[config.mk]
export PLATFORM = sky130hd
export DESIGN_NAME = vga_capture
export DESIGN_NICKNAME = d
export VERILOG_FILES = /design/src/rtl/vga_capture.sv
export SDC_FILE = /design/constraint.sdc
export NUM_CORES = 1
export LEC_CHECK = 0
export ABC_AREA = 1
export CORE_ASPECT_RATIO = 0.7
export CORE_MARGIN = 10
export CORE_UTILIZATION = 52
export CTS_CLUSTER_SIZE = 8
export DETAILED_ROUTE_END_ITERATION = 10
export GPL_TIMING_DRIVEN = 0
export PLACE_DENSITY_LB_ADDON = 0.1
export SYNTH_ARGS = -nofsm -noshare
export SYNTH_HDL_FRONTEND = slang
export SYNTH_SLANG_ARGS = --single-unit
export TNS_END_PERCENT = 1
[constraint.sdc]
create_clock -name clk -period 2.13 [get_ports clk]
set_input_delay 0.426 -clock clk [delete_from_list [all_inputs] [get_ports clk]]
set_output_delay 0.426 -clock clk [all_outputs]
set_load 0.02 [all_outputs]
[src/rtl/vga_capture.sv]
// VGA receive-side frame grabber: rebuilds pixel coordinates from sync/blank and writes visible pixels as {x,y}.
// Optional VGA_CAPTURE_CRC_EN adds a per-frame CRC-32 of the written pixel data on frame_crc.
module vga_capture #(
  parameter int H_ACTIVE = 640,
  parameter int V_ACTIVE = 480
) (
  input  logic        clk,
  input  logic        rst,
  input  logic        vga_hsync,
  input  logic        vga_vsync,
  input  logic        vga_blank_n,
  input  logic [7:0]  vga_r,
  input  logic [7:0]  vga_g,
  input  logic [7:0]  vga_b,
  output logic        wr_en,
  output logic [18:0] wr_addr,
  output logic [23:0] wr_data,
  output logic        frame_done,
  output logic [15:0] frame_cnt,
  output logic        locked,
`ifdef VGA_CAPTURE_CRC_EN
  output logic [31:0] frame_crc,
`endif
  output logic        err
);

  localparam logic [9:0]  X_LIM   = 10'(H_ACTIVE);
  localparam logic [8:0]  Y_LIM   = 9'(V_ACTIVE);
  localparam logic [8:0]  Y_LAST  = 9'(V_ACTIVE - 1);
  localparam logic [10:0] PIX_LIM = 11'(H_ACTIVE);

  typedef enum logic [1:0] {IDLE, ARMED, CAPTURE} state_t;

  function automatic logic [10:0] sat_inc11(input logic [10:0] v);
    return (v == 11'h7FF) ? v : v + 11'd1;
  endfunction

  // Reflected CRC-32 (poly 0x04C11DB7), wr_data bit 0 first.
  function automatic logic [31:0] crc_step(input logic [31:0] crc, input logic [23:0] d);
    logic [31:0] c;
    c = crc;
    for (int i = 0; i < 24; i++) begin
      if (c[0] ^ d[i]) c = (c >> 1) ^ 32'hEDB88320;
      else             c = c >> 1;
    end
    return c;
  endfunction

  logic        hs_p1, vs_p1, bl_p1;
  logic [7:0]  r_p1, g_p1, b_p1;
  logic        hs_p2, vs_p2, bl_p2;

  state_t      state, state_nxt;
  logic [9:0]  x, x_nxt;
  logic [8:0]  y, y_nxt;
  logic [10:0] pix, pix_nxt;
  logic        wr_nxt, done_nxt, lock_nxt, err_nxt, crc_seed;
  logic [15:0] cnt_nxt;

  logic vsync_fall, hsync_fall, blank_rise, blank_fall, in_line, frame_end;

  assign vsync_fall = vs_p2 & ~vs_p1;
  assign hsync_fall = hs_p2 & ~hs_p1;
  assign blank_rise = ~bl_p2 & bl_p1;
  assign blank_fall = bl_p2 & ~bl_p1;
  // ARMED joins the line on the very cycle the first visible pixel arrives.
  assign in_line = ~vsync_fall &
                   ((state == CAPTURE) || (state == ARMED && blank_rise));

  always_comb begin
    state_nxt = state;
    x_nxt     = x;
    y_nxt     = y;
    pix_nxt   = pix;
    wr_nxt    = 1'b0;
    done_nxt  = 1'b0;
    cnt_nxt   = frame_cnt;
    lock_nxt  = locked;
    err_nxt   = err;
    crc_seed  = 1'b0;
    frame_end = 1'b0;

    if (state != CAPTURE && vsync_fall) begin
      state_nxt = ARMED;
      x_nxt     = '0;
      y_nxt     = '0;
      pix_nxt   = '0;
      crc_seed  = 1'b1;
    end

    if (in_line) begin
      state_nxt = CAPTURE;
      if (bl_p1) begin
        pix_nxt = sat_inc11(pix);
        if (x < X_LIM && y < Y_LIM) begin
          wr_nxt = 1'b1;
          x_nxt  = x + 10'd1;
        end
      end
      if (state == CAPTURE && hsync_fall && bl_p1) err_nxt = 1'b1;
    end

    if (state == CAPTURE && blank_fall) begin
      x_nxt   = '0;
      pix_nxt = '0;
      if (pix != PIX_LIM) begin
        err_nxt   = 1'b1;
        lock_nxt  = 1'b0;
        state_nxt = IDLE;
      end else if (y == Y_LAST) begin
        done_nxt  = 1'b1;
        cnt_nxt   = frame_cnt + 16'd1;
        lock_nxt  = 1'b1;
        frame_end = 1'b1;
        y_nxt     = '0;
        state_nxt = IDLE;
      end else begin
        y_nxt = y + 9'd1;
      end
    end

    // vsync inside a frame restarts capture; it is only an error if the frame was short.
    if (state == CAPTURE && vsync_fall) begin
      if (!frame_end) begin
        err_nxt  = 1'b1;
        lock_nxt = 1'b0;
      end
      state_nxt = ARMED;
      x_nxt     = '0;
      y_nxt     = '0;
      pix_nxt   = '0;
      crc_seed  = 1'b1;
    end
  end

  // Stage p1/p2: input registers and edge history; output stage: write port
  always_ff @(posedge clk) begin
    if (rst) begin
      hs_p1      <= 1'b1;
      vs_p1      <= 1'b1;
      bl_p1      <= 1'b0;
      r_p1       <= '0;
      g_p1       <= '0;
      b_p1       <= '0;
      hs_p2      <= 1'b1;
      vs_p2      <= 1'b1;
      bl_p2      <= 1'b0;
      state      <= IDLE;
      x          <= '0;
      y          <= '0;
      pix        <= '0;
      wr_en      <= 1'b0;
      wr_addr    <= '0;
      wr_data    <= '0;
      frame_done <= 1'b0;
      frame_cnt  <= '0;
      locked     <= 1'b0;
      err        <= 1'b0;
    end else begin
      hs_p1      <= vga_hsync;
      vs_p1      <= vga_vsync;
      bl_p1      <= vga_blank_n;
      r_p1       <= vga_r;
      g_p1       <= vga_g;
      b_p1       <= vga_b;
      hs_p2      <= hs_p1;
      vs_p2      <= vs_p1;
      bl_p2      <= bl_p1;
      state      <= state_nxt;
      x          <= x_nxt;
      y          <= y_nxt;
      pix        <= pix_nxt;
      wr_en      <= wr_nxt;
      wr_addr    <= {x, y};
      wr_data    <= {r_p1, g_p1, b_p1};
      frame_done <= done_nxt;
      frame_cnt  <= cnt_nxt;
      locked     <= lock_nxt;
      err        <= err_nxt;
    end
  end

`ifdef VGA_CAPTURE_CRC_EN
  logic [31:0] crc_acc;

  always_ff @(posedge clk) begin
    if (rst) begin
      crc_acc   <= 32'hFFFFFFFF;
      frame_crc <= '0;
    end else begin
      if (crc_seed)    crc_acc <= 32'hFFFFFFFF;
      else if (wr_nxt) crc_acc <= crc_step(crc_acc, {r_p1, g_p1, b_p1});
      if (done_nxt)    frame_crc <= ~crc_acc;
    end
  end
`endif

endmodule

==> impl_metrics.csv <==
group,metric,value,unit
floorplanning,die_h,102.1,µm
final_layout,area_growth,31.92,%
pwr,p_sw,1.268,mW
status,outcome,"finished, final reports clean",
timing,period_minus_slack,1.967,ns
timing,skew,0.008632,ns
global_route,overflow,0,
timing,whs,0.3989,ns
place,dp_hpwl,9393,µm
worst_setup_path,cpPeakStageDelay,0.67,ns
worst_setup_path,critPathKind,"reg2out",
global_route,grt_use_met1,0.2415,
cts,clkTransAtPathRegs,0.06,ns
cts,ctsResizeCount,0,
timing,finalSetupTns,0,ns
worst_setup_path,end_kind,"output pin",
global_route,grt_max_degree,17,
flow_run,cap_viol_max_count,0,
drt,wl,13080,µm
pwr,pwr-share-comb,0.046,
pwr,clkPwrFrac,0.497,
drt,vias,4612,
pwr,leakage,2.703,nW
cts,cts_htree_levels,4,
floorplanning,die_width,137.2,µm
pwr,swShare,0.2407,
cts,numCtsBuffers,17,
drt,routedWlPerCell,13.96,µm
worst_setup_path,worstPathMaxFanout,6,
worst_setup_path,required,1.70,ns
worst_hold_path,hold_path.class,"reg2reg",
cts,post_cts_buffers,0,
synth,synth_cells,691,
worst_setup_path,cp.arrival,1.54,ns
cts,clk_latency,0.42,ns
drt,drtPass1Iterations,5,
final_layout,fin_area,6598,µm²
worst_setup_path,cp_top_family,"buffers and inverters",
drt,drc,0,
place,globalplace.congestion,0.8956,
synth,synth-seq-area-share,0.5004,
pwr,powerDensity,798.3,nW/µm²
timing,tightestPinTransition,0.7400,ns
floorplanning,core_area,9216,µm²
cts,clockRootBuffer,"clkbuf_16",
global_route,use_met2,0.2804,
worst_setup_path,path_buf_inv,1,
pwr,p_seq_frac,0.457,
synth,ys_types,30,
floorplanning,rows,29,
final_layout,n_fill_cell,746,
cts,clock-sinks,125,
timing,rsz0062_at_grt,"false",
synth,syn_area,5001,µm²
final_layout,drive_gt1_frac,0.06150,
worst_setup_path,crit_path_top_delay_cell,"clkdlybuf4s50_1",
drt,detail-route-antenna-nets,0,
final_layout,antenna_cells,0,
floorplanning,initial_core_util,0.5426,
pwr,p_total,5.267,mW
cts,holdBufCountCts,0,
timing,period_share,0.9236,
drt,dr.first_iter.drc_count,365,
floorplanning,io_pins,92,
synth,synth_fp_nets,725,
cts,cts_tree,"yes",
timing,max-slew-margin-rel,0.5029,
synth,synth-seq-cells,125,
final_layout,nNetsFinal,834,
timing,slew_violations,0,
place,port_buffers,90,
global_route,globalRouteTotalUtil,0.1834,
worst_setup_path,cp-start-kind,"register",
global_route,grt_util_met3,0.05245,
drt,viasPerCell,4.922,
pwr,internal_power,3.999,mW
global_route,grt_pass1_vias,4192,
timing,timing.fmax,508.3,MHz
timing,setup_violations,0,
global_route,top_usage_layer,"met2",
synth,yosysWarnings,0,
floorplanning,dieArea,14000,µm²
pwr,irDropWorstVdd,0.5626,mV
worst_setup_path,worstPathCellList,"clkdlybuf4s50_1",
cts,cts_buffer_depth,2,
synth,avgSynthCellArea,7.237,µm²
global_route,antenna_found_initial,0,
timing,finalHoldViolations,0,
global_route,grt_pass1_wl,20470,µm
place,place_area,6057,µm²
worst paths after layout:
kind,depth (start not counted),startpoint,slack [ns],endpoint
worst min-delay path,2,b_p1[5],0.40,wr_data[5]
worst min register to register,2,b_p1[5],0.40,wr_data[5]
worst max register to register,7,y[1],0.26,frame_cnt[7]
worst max-delay path,1,frame_cnt[2],0.16,frame_cnt[2]
power by group through the flow:
stage / clock network, mW / logic (mW) / registers (mW)
final: 2.62 / 0.242 / 2.41
after global routing: 2.74 / 0.266 / 2.41
after CTS: 2.64 / 0.245 / 2.41
after detailed placement: 0 / 0.241 / 2.46
after global placement: 0 / 0.236 / 2.45
after floorplan: 0 / 0.0925 / 2.48
layer usage:
metal	wire (µm)	up-vias
met5	0	-
met1	5988	2066
met4	154	0
met3	1225	17
met2	5712	193
li1	-	2336
final cells by class:
| type | count | area [µm²] | area share |
|---|---|---|---|
| Sequential cell | 125 | 2502 | 0.3793 |
| Buffer | 17 | 76.32 | 0.01157 |
| Clock buffer | 18 | 429.2 | 0.06505 |
| Timing Repair Buffer | 90 | 900.9 | 0.1365 |
| Clock inverter | 14 | 111.4 | 0.01688 |
| Tap cell | 124 | 155.1 | 0.02352 |
| Multi-Input combinational cell | 434 | 1991 | 0.3017 |
| Inverter | 115 | 431.7 | 0.06543 |
Yosys cell counts:
cell type	count	area, µm²
nand2_4	1	11.26
inv_1	112	420.4
xor2_1	5	43.79
nand3_2	1	10.01
buf_6	1	11.26
a21oi_2	2	17.52
nor3_1	9	45.04
o31ai_1	1	7.510
a21oi_1	41	205.2
nor3_4	2	32.53
o21ai_0	19	95.09
nand2_1	146	548.0
dfxtp_1	125	2502
buf_1	1	3.750
ha_1	5	62.56
nor2_1	130	488.0
nand3b_1	2	15.01
nand4_1	6	37.54
buf_2	4	20.02
and2_1	1	6.260
clkinv_1	1	3.750
nor2_2	2	12.51
a21boi_0	1	7.510
inv_2	2	7.510
nand3_1	47	235.2
clkbuf_1	11	41.29
xnor2_1	8	70.07
or2_2	3	18.77
nand4_2	1	12.51
o221ai_1	1	8.760
metrics by stage:
step,cells,worst slack [ns],utilization
final,937,0.1627,0.7159
after global routing,937,0.08609,0.7159
after CTS,937,0.1712,0.7159
after detailed placement,905,0.1905,0.6572
after global placement,905,0.2101,0.6572
after floorplan,691,0.6277,-
cells by family after synthesis:
group,count (synthesis),share of synthesized area
buffers and inverters,132,0.1016
adder cells (fa/ha/maj),5,0.01251
XOR/XNOR,13,0.02277
flip-flops,125,0.5004
AO/OA/AOI/OAI,65,0.06830
AND/OR/NAND/NOR,351,0.2945
cells in the final DEF, fill, tap and decap left out, drive strengths merged, types with 5 or more instances in the layout:
cell	Yosys	final
clkinvlp	0	5
inv	114	120
nand4	7	7
nand3	48	48
clkdlybuf4s50	0	90
ha	5	5
nand2	147	147
xor2	5	5
buf	6	6
a21oi	43	43
nor3	11	11
nor2	132	132
clkbuf	11	29
o21ai	19	19
dfxtp	125	125
xnor2	8	8
registers in the layout, indices dropped and copies added, names as in the netlist, 2 cells and up:
| signal | flops |
|---|---|
| g_p1 | 8 |
| y | 9 |
| wr_data | 24 |
| wr_addr | 19 |
| state | 2 |
| x | 10 |
| r_p1 | 8 |
| frame_cnt | 16 |
| b_p1 | 8 |
| pix | 11 |
(Power assumes the default switching activity.)
